File: config.mk
export PLATFORM = sky130hd
export DESIGN_NAME = i2s_tx_master
export DESIGN_NICKNAME = d
export VERILOG_FILES = /design/src/rtl/i2s_tx_master.sv
export SDC_FILE = /design/constraint.sdc
export NUM_CORES = 1
export LEC_CHECK = 0
export ABC_AREA = 0
export BUFFER_PORTS_ARGS = -buffer_cell sky130_fd_sc_hd__buf_2
export CAP_MARGIN = 20
export CORE_AREA = 2 2 103 105
export CTS_BUF_LIST = sky130_fd_sc_hd__clkbuf_4
export DETAILED_ROUTE_END_ITERATION = 12
export DIE_AREA = 0 0 105 107
export PLACE_DENSITY = 0.69
export SYNTH_ARGS = -nofsm -noshare
export SYNTH_HDL_FRONTEND = slang
export SYNTH_SLANG_ARGS = --single-unit
export TNS_END_PERCENT = 30
File: constraint.sdc
create_clock -name m_clk -period 8.07 [get_ports m_clk]
set_clock_uncertainty 0.2 [all_clocks]
set_input_delay 0.807 -clock m_clk [delete_from_list [all_inputs] [get_ports m_clk]]
set_output_delay 0.807 -clock m_clk [all_outputs]
set_load 0.01 [all_outputs]
File: src/rtl/i2s_tx_master.sv
// i2s_tx_master
//
// I2S master transmitter. Divides m_clk down to SCK, generates LRCLK and
// serialises 24-bit stereo pairs MSB first with the standard one-SCK I2S delay
// after each LRCLK transition. Pairs arrive through a valid/ready handshake into
// a one-pair staging register; at each frame boundary the staged pair moves to
// the holding register that feeds the shifter.
//
// Ports:
//   m_clk        master clock, all logic on its rising edge
//   rst          asynchronous active-high reset
//   enable       run request, sampled every cycle
//   tx_left      left sample (two's complement)
//   tx_right     right sample (two's complement)
//   tx_valid     sample pair valid
//   tx_ready     staging register empty; transfer on tx_valid & tx_ready
//   i2s_sck      bit clock
//   i2s_lrclk    word select, 0 = left, 1 = right
//   i2s_sdout    serial data
//   frame_start  one-cycle pulse following each frame load
//   underrun     one-cycle pulse when a frame load found staging empty
//
// Build option:
//   I2S_TX_UNDERRUN_REPEAT_EN  when defined, an underrun retransmits the
//                              previous pair instead of sending a muted frame.
module i2s_tx_master #(
    parameter int unsigned SCK_DIV = 16,
    parameter int unsigned SLOT_W  = 32,
    parameter int unsigned DATA_W  = 24
) (
    input  logic              m_clk,
    input  logic              rst,
    input  logic              enable,
    input  logic [DATA_W-1:0] tx_left,
    input  logic [DATA_W-1:0] tx_right,
    input  logic              tx_valid,
    output logic              tx_ready,
    output logic              i2s_sck,
    output logic              i2s_lrclk,
    output logic              i2s_sdout,
    output logic              frame_start,
    output logic              underrun
);

    localparam int unsigned DIV_BITS  = $clog2(SCK_DIV);
    localparam int unsigned SLOT_BITS = $clog2(SLOT_W);
    localparam int unsigned BIT_BITS  = SLOT_BITS + 1;
    localparam int unsigned PAD       = SLOT_W - DATA_W - 1;

    localparam logic [DIV_BITS-1:0] DIV_LAST = DIV_BITS'(SCK_DIV - 1);
    localparam logic [DIV_BITS-1:0] DIV_HALF = DIV_BITS'(SCK_DIV / 2);
    localparam logic [BIT_BITS-1:0] BIT_LAST = BIT_BITS'(2 * SLOT_W - 1);

    typedef enum logic {StIdle, StRun} state_e;

    state_e                  state_q, state_d;
    logic [DIV_BITS-1:0]     div_q, div_d;
    logic [BIT_BITS-1:0]     bit_q, bit_d;
    logic [2*DATA_W-1:0]     stage_q, stage_d;
    logic                    stage_full_q, stage_full_d;
    // Holding layout is {left, right}.
    logic [2*DATA_W-1:0]     hold_q, hold_d;

    logic                    sck_q, sck_d;
    logic                    lrclk_q, lrclk_d;
    logic                    sdout_q, sdout_d;
    logic                    fs_q, fs_d;
    logic                    ur_q, ur_d;

    logic                    accept;
    logic                    load;
    logic                    run_d;
    logic [SLOT_BITS-1:0]    p_inv;
    logic [DATA_W-1:0]       word;
    logic [SLOT_W-1:0]       slot_word;

    // Sequencing, staging and holding next-state.
    always_comb begin
        state_d      = state_q;
        div_d        = div_q;
        bit_d        = bit_q;
        stage_d      = stage_q;
        stage_full_d = stage_full_q;
        hold_d       = hold_q;
        load         = 1'b0;
        accept       = tx_valid && !stage_full_q;

        unique case (state_q)
            StIdle: begin
                div_d = '0;
                bit_d = '0;
                if (enable) begin
                    state_d = StRun;
                    load    = 1'b1;
                end
            end
            StRun: begin
                if (div_q == DIV_LAST) begin
                    div_d = '0;
                    if (bit_q == BIT_LAST) begin
                        // Frame boundary: enable is only honoured here, so a
                        // frame is never cut short.
                        bit_d = '0;
                        if (enable) begin
                            load = 1'b1;
                        end else begin
                            state_d = StIdle;
                        end
                    end else begin
                        bit_d = bit_q + BIT_BITS'(1);
                    end
                end else begin
                    div_d = div_q + DIV_BITS'(1);
                end
            end
            default: state_d = StIdle;
        endcase

        fs_d = load;
        // A pair accepted in the load cycle is too late for this frame.
        ur_d = load && !stage_full_q;

        if (load) begin
            if (stage_full_q) begin
                hold_d       = stage_q;
                stage_full_d = 1'b0;
            end else begin
`ifdef I2S_TX_UNDERRUN_REPEAT_EN
                hold_d = hold_q;
`else
                hold_d = '0;
`endif
            end
        end

        if (accept) begin
            stage_d      = {tx_left, tx_right};
            stage_full_d = 1'b1;
        end
    end

    // Line outputs are computed from next-state so the registered pins line up
    // with the counters they describe; lrclk/sdout therefore move with SCK fall.
    always_comb begin
        run_d     = (state_d == StRun);
        p_inv     = ~bit_d[SLOT_BITS-1:0];
        lrclk_d   = run_d && bit_d[SLOT_BITS];
        word      = bit_d[SLOT_BITS] ? hold_d[DATA_W-1:0] : hold_d[2*DATA_W-1:DATA_W];
        // Slot image MSB-first: position p sits at index SLOT_W-1-p, i.e. ~p.
        // Bit 0 is the I2S delay slot, the tail after the LSB pads with zero.
        slot_word = SLOT_W'({1'b0, word}) << PAD;
        sck_d     = run_d && (div_d >= DIV_HALF);
        sdout_d   = run_d && slot_word[p_inv];
    end

    always_ff @(posedge m_clk or posedge rst) begin
        if (rst) begin
            state_q      <= StIdle;
            div_q        <= '0;
            bit_q        <= '0;
            stage_q      <= '0;
            stage_full_q <= 1'b0;
            hold_q       <= '0;
            sck_q        <= 1'b0;
            lrclk_q      <= 1'b0;
            sdout_q      <= 1'b0;
            fs_q         <= 1'b0;
            ur_q         <= 1'b0;
        end else begin
            state_q      <= state_d;
            div_q        <= div_d;
            bit_q        <= bit_d;
            stage_q      <= stage_d;
            stage_full_q <= stage_full_d;
            hold_q       <= hold_d;
            sck_q        <= sck_d;
            lrclk_q      <= lrclk_d;
            sdout_q      <= sdout_d;
            fs_q         <= fs_d;
            ur_q         <= ur_d;
        end
    end

    assign tx_ready    = !stage_full_q;
    assign i2s_sck     = sck_q;
    assign i2s_lrclk   = lrclk_q;
    assign i2s_sdout   = sdout_q;
    assign frame_start = fs_q;
    assign underrun    = ur_q;

endmodule

### After elaboration in Yosys (flattened, before gate mapping)

Index checks and enable logic that the tools add are counted.

| word-level totals | value |
|---|---|
| word-level logic and storage cells | 45 |
| bits in registers | 113 |

| cells by class | value |
|---|---|
| order comparisons | 2 |
| bitwise gates (word level) | 2 |
| reductions and logical operators | 7 |
| multiplexer cells | 19 |
| $add $sub $neg | 2 |
| equal/unequal tests | 2 |

Operators by type and width:

| operator | count |
|---|---|
| two-way mux 48 bit | 2 |
| two-way mux 24 bit | 1 |
| two-way mux 6 bit | 2 |
| one-hot mux 6 bit (2 select lines) | 1 |
| two-way mux 1 bit | 8 |
| one-hot mux 4 bit (2 select lines) | 1 |
| adder 6 x 1 -> 6 bit, second input constant | 1 |
| == test 6 bit, second input constant | 1 |
| less-than comparator 5 x 6 -> 1 bit, second input constant | 1 |
| binary-select mux 1 bit (select 5 bit) | 1 |
| logical AND 1 bit | 5 |
| NOT 5 bit | 1 |
| adder 4 x 1 -> 4 bit, second input constant | 1 |
| == test 4 bit, second input constant | 1 |
| greater-or-equal comparator 4 bit, second input constant | 1 |
| two-way mux 4 bit | 1 |
| one-hot mux 1 bit (2 select lines) | 2 |
| nonzero test 2 bit | 1 |
| zero test 1 bit | 1 |
| NOT 1 bit | 1 |

### Depth between registers and ports, before layout

Gate-level depths: netlist (run 1).

| depth | value |
|---|---|
| depth in word-level cells | 9 |
| depth in mapped cells | 11 |

### Worst setup path before layout (run 1)

Ideal clock, no wire load.

| timing path | value |
|---|---|
| kind | reg2reg |
| start point | register div_q[0] |
| end point | register sdout_q, in the netlist i2s_sdout |
| cell stages (with the launch flop) | 12 |
| data required time | 7737 ps |
| arrival | 2399 ps |
| slack | 5338 ps |
| cells stage by stage | dfrtp_1 ha_1 nand3_4 or4_4 nand3_4 inv_4 buf_2 a211oi_2 nor3_1 or4_1 nand3_1 a32oi_1 |

| on the way | value |
|---|---|
| elaborated cells between the ends (all ways) | 13 |

RTL lines:

| element | RTL line | text |
|---|---|---|
| start: declaration | 57 | `logic [DIV_BITS-1:0] div_q, div_d;` |
| start signal: assignment | 171 | `div_q <= div_d;` |
| == test 4 bit | 98 | `if (div_q == DIV_LAST) begin` |
| two-way mux 6 bit | 98 |  |
| one-hot mux 6 bit (2 select lines) | 88 | `unique case (state_q)` |
| via bit_d[5] | 58 | `logic [BIT_BITS-1:0] bit_q, bit_d;` |
| two-way mux 24 bit | 148 | `word = bit_d[SLOT_BITS] ? hold_d[DATA_W-1:0] : hold_d[2*DATA_W-1:DATA_W];` |
| binary-select mux 1 bit (select 5 bit) | 153 | `sdout_d = run_d && slot_word[p_inv];` |
| two-way mux 1 bit (not written as such) | 153 |  |
| logical AND 1 bit | 153 |  |
| via sdout_d | 66 | `logic sdout_q, sdout_d;` |
| end signal: assignment | 178 | `sdout_q <= sdout_d;` |
| end: declaration | 66 |  |

The timed path passes the listed nets, and every way through them passes these cells. The select of a mux whose other input is x is not followed.
A chain may end at the register's enable or synchronous reset.

### Final worst setup path (run 1)

| timing path | value |
|---|---|
| start point | register bit_q[0] |
| end point | register sdout_q, in the netlist i2s_sdout |

| on the way | value |
|---|---|
| cells in the longest elaborated chain, start to end | 9 |
| elaborated cells between the ends (all ways) | 17 |

RTL lines:

| element | RTL line | text |
|---|---|---|
| start: declaration | 58 |  |
| start signal: assignment | 172 | `bit_q <= bit_d;` |
| branches (longest 8 deep; another with adder 6 x 1 -> 6 bit) | n/a |  |
| logical AND 1 bit * | 153 |  |
| via sdout_d | 66 |  |

Mark *: on every way through the listed nets, which the timed path passes. The select of a mux whose other input is x is not followed.

==> qor.txt, run 1 <==
CLOCKING
-------------------------------------------------------------------------------------------------
Clock tree from TritonCTS                                                                    done
Number of hold-repair buffers added at the cts stage                                            0
H-tree lvl count                                                                                4
Number of instances resized during post-cts repair                                              0
Clock transition at path regs                                                              120 ps
Number of buffers added by the clock tree synthesis step                                       17
Postcts setup bufs                                                                              0
Source-to-sink clock delay at the later pin of the worst-skew pair                         550 ps
CTS Buffer Depth                                                                                2
TritonCTS Sinks                                                                               113
Buffer cell driving the clock tree root                                              sky130_fd_sc_hd__clkbuf_4

CRITICAL PATH
-------------------------------------------------------------------------------------------------
CP Data Arrival Time                                                                      3450 ps
Data required time at the worst endpoint                                                  8290 ps
Worst r2r src                                                                            bit_q[0]
Destination of the worst register-to-register timing path                               i2s_sdout
Number of cells on the worst reg-to-reg path                                                   10
End point of the critical path                                                          i2s_sdout
Worst Path Class, Setup                                                              flip-flop to flip-flop
Reg-to-reg setup timing slack                                                             4840 ps
Type of destination of the critical path                                                flip-flop
Origin of the worst setup path                                                           bit_q[0]
Maximum fanout along the worst path                                                            26
Sort of element at the start of the critical path                                       flip-flop

FINISH
-------------------------------------------------------------------------------------------------
Register area                                                                          2828 sq um
# nets final                                                                                  541
Fill cells                                                                                    891
Number of non-filler instances in the completed layout                                        636
Top library cells by usage in the layout, fill and taps aside                        sky130_fd_sc_hd__dfrtp_1 (113), sky130_fd_sc_hd__nand2_1 (67), sky130_fd_sc_hd__buf_2 (57)
Area occupied by multi-input gates                                                     1999 sq um
Ratio of cells with drive above 1 in the final layout                                      31.00%
Number of antenna diodes                                                                        0
Most common cell after layout, fill and taps aside                                   sky130_fd_sc_hd__dfrtp_1
Area growth from synthesis to layout                                                       14.05%
Area of all placed cells without fillers                                               5699 sq um

PLACEMENT
-------------------------------------------------------------------------------------------------
Routability congestion estimate from global placement                                      0.9548
Placement-stage cell area                                                              5366 sq um
Number of buffers inserted by port buffering                                                   57
Half-perimeter wire length after detailed placement                                  7289 microns
Cell count after placement                                                                    604
Worst Setup Slack post-DPL                                                                4880 ps

FLOORPLANNING
-------------------------------------------------------------------------------------------------
Number of rows in the core area                                                                37
Top Ports                                                                                      58
Die Span X                                                                            105 microns
Die outline area                                                                     11,240 sq um
Standard cell core area                                                              10,090 sq um
Starting utilization of the core area                                                      49.52%
Height of the die                                                                     107 microns

TIMING
-------------------------------------------------------------------------------------------------
Transition time of the tightest slew-check pin                                           788.8 ps
Period Utilization, post-route                                                             40.01%
Setup violators final                                                                           0
Setup repair after global routing missed its margin                                         false
Shortest clock period the worst path allows after layout                                  3228 ps
Slew Limit Fails                                                                                0
Final total negative setup slack                                                             0 ps
Max Clk Rate                                                                            309.7 MHz
Relative slew slack                                                                        47.09%
Final hold violation count                                                                      0
Worst setup margin                                                                        4842 ps

SYNTHESIS
-------------------------------------------------------------------------------------------------
Syn avg cell area                                                                     11.54 sq um
Nets in the synthesized netlist                                                               487
Post-synthesis cell count                                                                     433
Flip-flop and latch count after synthesis                                                     113
Number of distinct library cell variants in the gate-level netlist after synthesis             61
Register area share after synthesis                                                        56.58%
Yosys warning total                                                                             0
Commonest register cell after synthesis                                              sky130_fd_sc_hd__dfrtp_1
Number of synthesized flops with an enable pin                                                  0
Post-synthesis instance area                                                           4997 sq um
Share of flip-flops with an asynchronous set or reset after synthesis                      100.0%

DRT
-------------------------------------------------------------------------------------------------
Post-detailed-route wirelength per cell                                              16.89 microns
DR iter-0 viols                                                                               285
Via density per instance                                                                    5.569
Detailed-route wire length                                                           10,740 microns
Antenna-violating nets left                                                                     0
Via count                                                                                   3,542
DRC violations left                                                                             0
Length of the first detailed-routing pass in iterations                                         4

FLOW RUN
-------------------------------------------------------------------------------------------------
Max-cap violations                                                                              0

GLOBAL ROUTE
-------------------------------------------------------------------------------------------------
Pin count of the biggest net entering global routing                                           64
Number of antenna violations at the first check in global routing                               0
Wire length of the first global-routing pass                                         18,240 microns
Combined global-route utilization of all metal layers                                      20.98%
Congestion Overflow GR                                                                          0
Number of global-route vias before repair                                                   3,656

PWR
-------------------------------------------------------------------------------------------------
Switching portion of total power                                                           31.44%
Power Internal                                                                           1.167 mW
Total power divided by cell area                                                     298.6 nW/um^2
Seq pwr share                                                                               48.9%
VDD IR-drop max                                                                       0.0002555 V
Comb power frac                                                                             22.7%
Switching component of the power                                                        0.5350 mW
Static leakage                                                                           2.726 nW
Clock share of power                                                                        28.3%

OUTCOME
-------------------------------------------------------------------------------------------------
Run status                                                                           finished clean

MIN PATH
-------------------------------------------------------------------------------------------------
Worst min-delay path class                                                           input pin to async pin

[power groups by stage]
stage / logic (mW) / registers [mW] / clock network (mW)
after CTS: 0.390 / 0.835 / 0.494
after detailed placement: 0.389 / 0.844 / 0
after floorplan: 0.312 / 0.807 / 0
after global placement: 0.376 / 0.838 / 0
final: 0.387 / 0.832 / 0.482
after global routing: 0.433 / 0.858 / 0.520
[synthesized netlist by cell type, types with 6 or more instances]
cell                       number  area share [%]
sky130_fd_sc_hd__mux2_2        48              11
sky130_fd_sc_hd__a22o_1        15             2.6
sky130_fd_sc_hd__and3_1         6            0.75
sky130_fd_sc_hd__o21ai_0       14             1.4
sky130_fd_sc_hd__nand2_1       67             5.0
sky130_fd_sc_hd__nor2_1        13            0.98
sky130_fd_sc_hd__clkbuf_1      12            0.90
sky130_fd_sc_hd__inv_1         11            0.83
sky130_fd_sc_hd__nand3_1       34             3.4
sky130_fd_sc_hd__dfrtp_1      113              57
[per-stage QoR]
stage	util (%)	power, mW	hold slack, ps
after floorplan	-	1.119	230.0
after global placement	53.17	1.214	247.0
after detailed placement	53.17	1.233	254.8
after CTS	56.47	1.718	125.9
after global routing	56.47	1.811	138.3
final	56.47	1.702	123.2
[area by class of cell]
| type | count | share of cell area, % |
|---|---|---|
| timing repair buffer | 61 | 5.532 |
| sequential | 113 | 49.62 |
| clock inverter | 15 | 3.600 |
| inverter | 13 | 0.9440 |
| tap | 136 | 2.986 |
| multi-input combinational | 281 | 35.08 |
| clock buffer | 17 | 2.239 |
[sequential cells by signal, indices dropped and copies added, names as in the netlist]
signal / count
hold_q: 48
stage_q: 48
bit_q: 6
div_q: 4
frame_start: 1
i2s_lrclk: 1
i2s_sck: 1
i2s_sdout: 1
stage_full_q: 1
state_q: 1
underrun: 1
[cell families after synthesis]
| kind of cell | synth area share [%] |
|---|---|
| and+or+nand+nor | 14.45 |
| DFF | 56.58 |
| AOI/OAI and AO/OA | 12.57 |
| muxes | 11.82 |
| buffers and inverters | 3.555 |
| xor gates and xnor gates | 0.5259 |
| adders and majority gates | 0.5007 |
[routing by layer]
layer | track usage (%) | up-vias | routed length (microns) | share of wire [%]
met1 | 27.77 | 1744 | 4834 | 45
met2 | 32.51 | 102 | 5174 | 48
met4 | 9.619 | 0 | 185 | 1.7
met3 | 5.532 | 19 | 548 | 5.1
li1 | - | 1677 | - | -
met5 | 0 | - | 0 | 0
[how the worst min path moves through the flow]
stage | startpoint | end | cells past startpoint
detailed placement | hold_q[27] | hold_q[27] | 2
floorplan | hold_q[12] | hold_q[12] | 2
finish | rst | hold_q[38] | 2
global route | rst | stage_full_q | 2
CTS | rst | stage_full_q | 2
global placement | hold_q[27] | hold_q[27] | 2
[worst max-delay path: stages, from the launching register on]
cell and delay (ps):
sky130_fd_sc_hd__dfrtp_1 450, sky130_fd_sc_hd__ha_1 270, sky130_fd_sc_hd__nand3_1 180, sky130_fd_sc_hd__o31ai_1 110, sky130_fd_sc_hd__nand2_2 120, sky130_fd_sc_hd__clkinv_1 610, sky130_fd_sc_hd__nand3_1 400, sky130_fd_sc_hd__a211oi_1 120
sky130_fd_sc_hd__or4_1 520, sky130_fd_sc_hd__nand3_1 80, sky130_fd_sc_hd__a32oi_1 50
(Power assumes the default switching activity.)
==> inputs of run 2 (changes only) <==
- PLACE_DENSITY: 0.69 -> 0.72
- clock period: 8.07 -> 2.6 ns (I/O delays scaled with it)
==> qor.txt, run 2 (synthesized netlist as in run 1, its figures left out) <==
TIMING
---------------------------------------------------------------------------------
Worst setup margin                                                      -92.84 ps
Final hold violation count                                                      0
Max Clk Rate                                                            371.4 MHz
Final total negative setup slack                                        -92.84 ps
Period Utilization, post-route                                             103.6%
Relative slew slack                                                        70.88%
Transition time of the tightest slew-check pin                           435.9 ps
Shortest clock period the worst path allows after layout                  2693 ps
Setup violators final                                                           1
Slew Limit Fails                                                                0
Setup repair after global routing missed its margin                          true

FINISH
---------------------------------------------------------------------------------
Number of non-filler instances in the completed layout                        746
Area occupied by multi-input gates                                     2068 sq um
Most common cell after layout, fill and taps aside                   sky130_fd_sc_hd__dfrtp_1
Ratio of cells with drive above 1 in the final layout                      36.56%
Top Registers                                                        hold_q (48), stage_q (48), bit_q (6)
Number of antenna diodes                                                        0
# nets final                                                                  651
Fraction of the core area covered by cells at the end of the flow          67.12%
Top library cells by usage in the layout, fill and taps aside        sky130_fd_sc_hd__dfrtp_1 (113), sky130_fd_sc_hd__nand2_1 (67), sky130_fd_sc_hd__buf_2 (57)
Area growth from synthesis to layout                                       35.55%
Fill cells                                                                    792
Register area                                                          2828 sq um
Area of all placed cells without fillers                               6774 sq um

OUTCOME
---------------------------------------------------------------------------------
Violated checks                                                      negative setup slack
Run status                                                           finished, violations left

FLOW RUN
---------------------------------------------------------------------------------
Max-cap violations                                                              0

PWR
---------------------------------------------------------------------------------
Clock share of power                                                        22.2%
Power Internal                                                           3.717 mW
Static leakage                                                           3.248 nW
Total power divided by cell area                                     800.6 nW/um^2
Switching component of the power                                         1.706 mW
Seq pwr share                                                               47.5%
Switching portion of total power                                           31.46%
VDD IR-drop max                                                       0.0004531 V
Comb power frac                                                             30.3%

PLACEMENT
---------------------------------------------------------------------------------
Cell count after placement                                                    654
Placement-stage cell area                                              5806 sq um
Half-perimeter wire length after detailed placement                  8150 microns
Number of buffers inserted by port buffering                                   57
Routability congestion estimate from global placement                      0.9576

FLOORPLANNING
---------------------------------------------------------------------------------
Die Span X                                                            105 microns
Starting utilization of the core area                                      49.52%
Number of rows in the core area                                                37
Die outline area                                                     11,240 sq um
Top Ports                                                                      58
Standard cell core area                                              10,090 sq um
Height of the die                                                     107 microns

CLOCKING
---------------------------------------------------------------------------------
Number of buffers added by the clock tree synthesis step                       17
H-tree lvl count                                                                4
Clock transition at path regs                                              100 ps
Buffer cell driving the clock tree root                              sky130_fd_sc_hd__clkbuf_4
CTS Buffer Depth                                                                2
Source-to-sink clock delay at the later pin of the worst-skew pair         500 ps
TritonCTS Sinks                                                               113
Clock tree from TritonCTS                                                    done

CRITICAL PATH
---------------------------------------------------------------------------------
Worst path bufs/invs                                                            2
Sort of element at the start of the critical path                       flip-flop
Largest stage delay on the critical path                                   380 ps
Data required time at the worst endpoint                                  2830 ps
Family with the most delay on the worst path                         compound AO/OA/AOI/OAI gates
Type of destination of the critical path                                flip-flop
Origin of the worst setup path                                           bit_q[0]
Worst r2r src                                                            bit_q[0]
Number of cells on the worst reg-to-reg path                                   11
Count of cell instances traversed by the critical path                         11
Maximum fanout along the worst path                                             7
Reg-to-reg setup timing slack                                              -90 ps
Critical-path top delay cell                                         sky130_fd_sc_hd__dfrtp_1
CP Data Arrival Time                                                      2920 ps
Cell repeated most along the worst path                              sky130_fd_sc_hd__buf_12
Sequence of cells on the critical path                               ha_2, nand3_2, o31a_1, nor3_4, buf_12, buf_12, a22o_1, a221o_1, o31ai_1, a211o_1, a32oi_1
End point of the critical path                                          i2s_sdout
Destination of the worst register-to-register timing path               i2s_sdout
Worst Path Class, Setup                                              flip-flop to flip-flop

DRT
---------------------------------------------------------------------------------
Detailed-route wire length                                           12,350 microns
Via count                                                                   4,037
DR iter-0 viols                                                               244
Antenna-violating nets left                                                     0
Post-detailed-route wirelength per cell                              16.56 microns
DRC violations left                                                             0
Length of the first detailed-routing pass in iterations                         4
Via density per instance                                                    5.412

GLOBAL ROUTE
---------------------------------------------------------------------------------
Number of antenna violations at the first check in global routing               0
Number of global-route vias before repair                                   4,198
Combined global-route utilization of all metal layers                      23.54%
Congestion Overflow GR                                                          0
Wire length of the first global-routing pass                         20,520 microns
Pin count of the biggest net entering global routing                           68

MIN PATH
---------------------------------------------------------------------------------
Worst min-delay path class                                           input pin to flip-flop

## run 2: cell types whose count changed in the layout (fill, tap and decap cells not counted), moves of 3 or more
cell | before | now
sky130_fd_sc_hd__o21ai_1 | 0 | 4
sky130_fd_sc_hd__a311oi_2 | 0 | 3
sky130_fd_sc_hd__buf_12 | 0 | 6
sky130_fd_sc_hd__a311oi_1 | 4 | 1
sky130_fd_sc_hd__clkinv_2 | 1 | 5
sky130_fd_sc_hd__clkinv_1 | 2 | 5
sky130_fd_sc_hd__dlygate4sd3_1 | 0 | 50
sky130_fd_sc_hd__clkinv_4 | 3 | 0
sky130_fd_sc_hd__inv_6 | 4 | 0
sky130_fd_sc_hd__o21ai_0 | 14 | 10
sky130_fd_sc_hd__buf_4 | 4 | 54
## run 2: how the worst min path moves through the flow
stage | slack (ps) | endpoint | startpoint | cells past startpoint
final | 50 | hold_q[25] | enable | 4
after CTS | 40 | hold_q[25] | enable | 4
after detailed placement | 90 | stage_q[27] | rst | 2
after global routing | 30 | hold_q[25] | enable | 4
after global placement | 80 | stage_q[24] | rst | 2
after floorplan | 210 | stage_q[0] | tx_right[0] | 1
## run 2: area by class of cell
| type | instances | share of cell area [%] |
|---|---|---|
| Clock inverter | 14 | 1.810 |
| Timing Repair inverter | 1 | 0.09235 |
| Inverter | 13 | 0.8866 |
| Clock buffer | 18 | 1.995 |
| Timing Repair Buffer | 170 | 20.43 |
| Sequential cell | 113 | 41.74 |
| Tap cell | 136 | 2.512 |
| Multi-Input combinational cell | 281 | 30.53 |
## run 2: power by group through the flow
stage / Combinational, mW / Clock (mW) / Sequential, mW
CTS: 1.59 / 1.24 / 2.57
floorplan: 0.969 / 0 / 2.50
global route: 1.81 / 1.33 / 2.63
finish: 1.64 / 1.20 / 2.58
detailed placement: 1.50 / 0 / 2.59
global placement: 1.44 / 0 / 2.57
## run 2: routing by layer
metal	global-route usage, %	wire, microns	up-vias
met5	0	0	-
li1	-	-	1894
met4	10.67	298	0
met3	5.410	423	24
met1	30.30	5564	2016
met2	38.08	6067	103
## run 2: per-stage QoR
stage               hold WS, ps  total power, mW  worst slack [ps]
floorplan                 211.7            3.473            -132.0
CTS                       44.08            5.403            -71.36
finish                    48.95            5.423            -92.84
detailed placement        89.99            4.086            -203.3
global placement          83.65            4.009            -152.9
global route              34.88            5.772            -168.9
## run 2: timing repair
item,CTS,global route
cloned,2,1
buffers inserted,3,4
setup endpoints to repair,1,1
endpoints found under the hold margin,165,0
gates resized for setup,12,11
hold buffers,50,0
pin swaps,11,3
## run 2: worst reg2reg max path: cells and delay by family (launching register included)
family | cells | cell delay (ps)
adder cells (fa/ha/maj) | 1 | 210
buffers and inverters | 2 | 250
AO/OA/AOI/OAI | 6 | 1240
flip-flops | 1 | 380
AND/OR/NAND/NOR | 2 | 330
==> inputs of run 3 (changes only) <==
==> constraint.sdc (replaced) <==
create_clock -name m_clk -period 2.6 [get_ports m_clk]
set_clock_uncertainty 0.2 [all_clocks]
set_input_delay 0.39 -clock m_clk [delete_from_list [all_inputs] [get_ports m_clk]]
set_output_delay 0.39 -clock m_clk [all_outputs]
set_load 0.01 [all_outputs]
==> qor.txt, run 3 (synthesized netlist as in run 1, its figures left out) <==
FINISH
---------------------------------------------------------------------------------
Fill cells                                                                    808
Most common cell after layout, fill and taps aside                   sky130_fd_sc_hd__dfrtp_1
Ratio of cells with drive above 1 in the final layout                      37.50%
# nets final                                                                  657
Area growth from synthesis to layout                                       36.15%
Number of antenna diodes                                                        0
Top library cells by usage in the layout, fill and taps aside        sky130_fd_sc_hd__dfrtp_1 (113), sky130_fd_sc_hd__nand2_1 (67), sky130_fd_sc_hd__buf_4 (61)
Area of all placed cells without fillers                               6804 sq um
Top Registers                                                        hold_q (48), stage_q (48), bit_q (6)

CRITICAL PATH
---------------------------------------------------------------------------------
Reg-to-reg setup timing slack                                              -80 ps
Cell repeated most along the worst path                              sky130_fd_sc_hd__nand3_4
Destination of the worst register-to-register timing path               i2s_sdout
CP Data Arrival Time                                                      2890 ps
Largest stage delay on the critical path                                   580 ps
Sort of element at the start of the critical path                       flip-flop
Worst r2r src                                                            div_q[0]
Number of cells on the worst reg-to-reg path                                   10
Maximum fanout along the worst path                                            11
Type of destination of the critical path                                flip-flop
Sequence of cells on the critical path                               ha_4, nand3_4, or4_4, nand3_4, inv_8, a211oi_2, nor3_1, or4_1, nand3_1, a32oi_1
Worst Path Class, Setup                                              flip-flop to flip-flop
Critical-path top delay cell                                         sky130_fd_sc_hd__or4_4
Data required time at the worst endpoint                                  2810 ps

PLACEMENT
---------------------------------------------------------------------------------
Routability congestion estimate from global placement                      0.9703
Half-perimeter wire length after detailed placement                  8172 microns
Placement-stage cell area                                              5833 sq um
Worst Setup Slack post-DPL                                              -191.3 ps
Number of buffers inserted by port buffering                                   57

FLOORPLANNING
---------------------------------------------------------------------------------
Standard cell core area                                              10,090 sq um
Height of the die                                                     107 microns
Die outline area                                                     11,240 sq um
Top Ports                                                                      58
Die Span X                                                            105 microns
Starting utilization of the core area                                      49.52%
Number of rows in the core area                                                37

DRT
---------------------------------------------------------------------------------
Length of the first detailed-routing pass in iterations                         5
Via density per instance                                                    5.326
DR iter-0 viols                                                               232
Via count                                                                   4,005
Detailed-route wire length                                           12,350 microns
Antenna-violating nets left                                                     0
Post-detailed-route wirelength per cell                              16.42 microns
DRC violations left                                                             0

PWR
---------------------------------------------------------------------------------
VDD IR-drop max                                                       0.0004902 V
Power, Total                                                             5.338 mW
Static leakage                                                           3.262 nW
Total power divided by cell area                                     784.6 nW/um^2

TIMING
---------------------------------------------------------------------------------
Setup violators final                                                           1
Shortest clock period the worst path allows after layout                  2680 ps
Final hold violation count                                                      0
Period Utilization, post-route                                             103.1%
Max Clk Rate                                                            373.1 MHz
Final total negative setup slack                                        -80.47 ps
Worst setup margin                                                      -80.47 ps
Transition time of the tightest slew-check pin                           808.0 ps
Relative slew slack                                                        46.02%
Slew Limit Fails                                                                0
Setup repair after global routing missed its margin                          true

MIN PATH
---------------------------------------------------------------------------------
Worst min-delay path class                                           input pin to flip-flop
Endpoint, Worst Hold                                                      state_q
Startpoint of the most critical hold path                                  enable
Worst hold path depth                                                           4

CLOCKING
---------------------------------------------------------------------------------
H-tree lvl count                                                                4
CTS Buffer Depth                                                                2
Buffer cell driving the clock tree root                              sky130_fd_sc_hd__clkbuf_4
TritonCTS Sinks                                                               113
Number of buffers added by the clock tree synthesis step                       17
Clock tree from TritonCTS                                                    done
Source-to-sink clock delay at the later pin of the worst-skew pair         530 ps
Clock transition at path regs                                              100 ps

OUTCOME
---------------------------------------------------------------------------------
Run status                                                           finished, violations left
Violated checks                                                      negative setup slack

GLOBAL ROUTE
---------------------------------------------------------------------------------
Combined global-route utilization of all metal layers                      23.62%
Number of global-route vias before repair                                   4,242
Congestion Overflow GR                                                          0
Number of antenna violations at the first check in global routing               0
Pin count of the biggest net entering global routing                           50
Wire length of the first global-routing pass                         20,480 microns

FLOW RUN
---------------------------------------------------------------------------------
Max-cap violations                                                              0

## run 3: changes by cell type in the layout (fill, tap and decap cells not counted), sizes merged
cell and change:
buf +10, dlygate4sd3 -1, inv -1, clkinv +2, bufinv -1, bufbuf -1, clkbuf -2
## run 3: worst max-delay path, delay by kind of cell, from the launching register on
kind	cells	cell delay (ps)
simple gates	6	1480
flops	1	400
compound gates	2	240
fa+ha+maj	1	170
buf+inv	1	70
## run 3: timing repair
item | CTS | global route
hold buffers | 49 | 0
pin swaps | 15 | 12
endpoints found under the hold margin | 80 | 0
cloned | 1 | 0
setup buffers | 10 | 4
endpoints found under the setup margin | 1 | 1
resized for setup | 20 | 11
## run 3: routing by layer
metal  track usage [%]  part of all wire (%)  up-vias
met5                 0                     0        -
met4             8.476                   2.2        0
met3             6.383                   4.8       22
met2             39.29                    49      121
met1             29.80                    44     1957
li1                  -                     -     1905
## run 3: power breakdown
part,switching (mW),internal [mW]
logic,0.749,0.913
registers,0.327,2.25
clock network,0.653,0.444
total,1.73,3.61
## run 3: how the worst max path moves through the flow
stage                        start        end  cells past startpoint
after global routing      bit_q[1]  i2s_sdout                     11
final                     div_q[0]  i2s_sdout                     10
after CTS                 bit_q[1]  i2s_sdout                     11
after global placement    div_q[0]  i2s_sdout                     10
after floorplan           div_q[0]  i2s_sdout                     11
after detailed placement  div_q[1]  i2s_sdout                     10
## run 3: layout make-up
class | count | area, sq um | area share, %
clock buffers | 17 | 127.6 | 1.876
well taps | 136 | 170.2 | 2.501
repair buffers | 177 | 1419 | 20.85
multi-input cells | 281 | 2098 | 30.84
clock inverters | 15 | 101.3 | 1.490
flip-flops and latches | 113 | 2828 | 41.56
inverters | 13 | 60.06 | 0.8827
## run 3: stage by stage
step,util (%),std cells,hold WS (ps)
3_3_place_gp,57.80,656,252.9
2_1_floorplan,-,433,230.0
5_1_grt,67.42,752,108.3
4_1_cts,66.65,748,56.35
6_report,67.42,752,110.6
3_5_place_dp,57.80,656,259.0
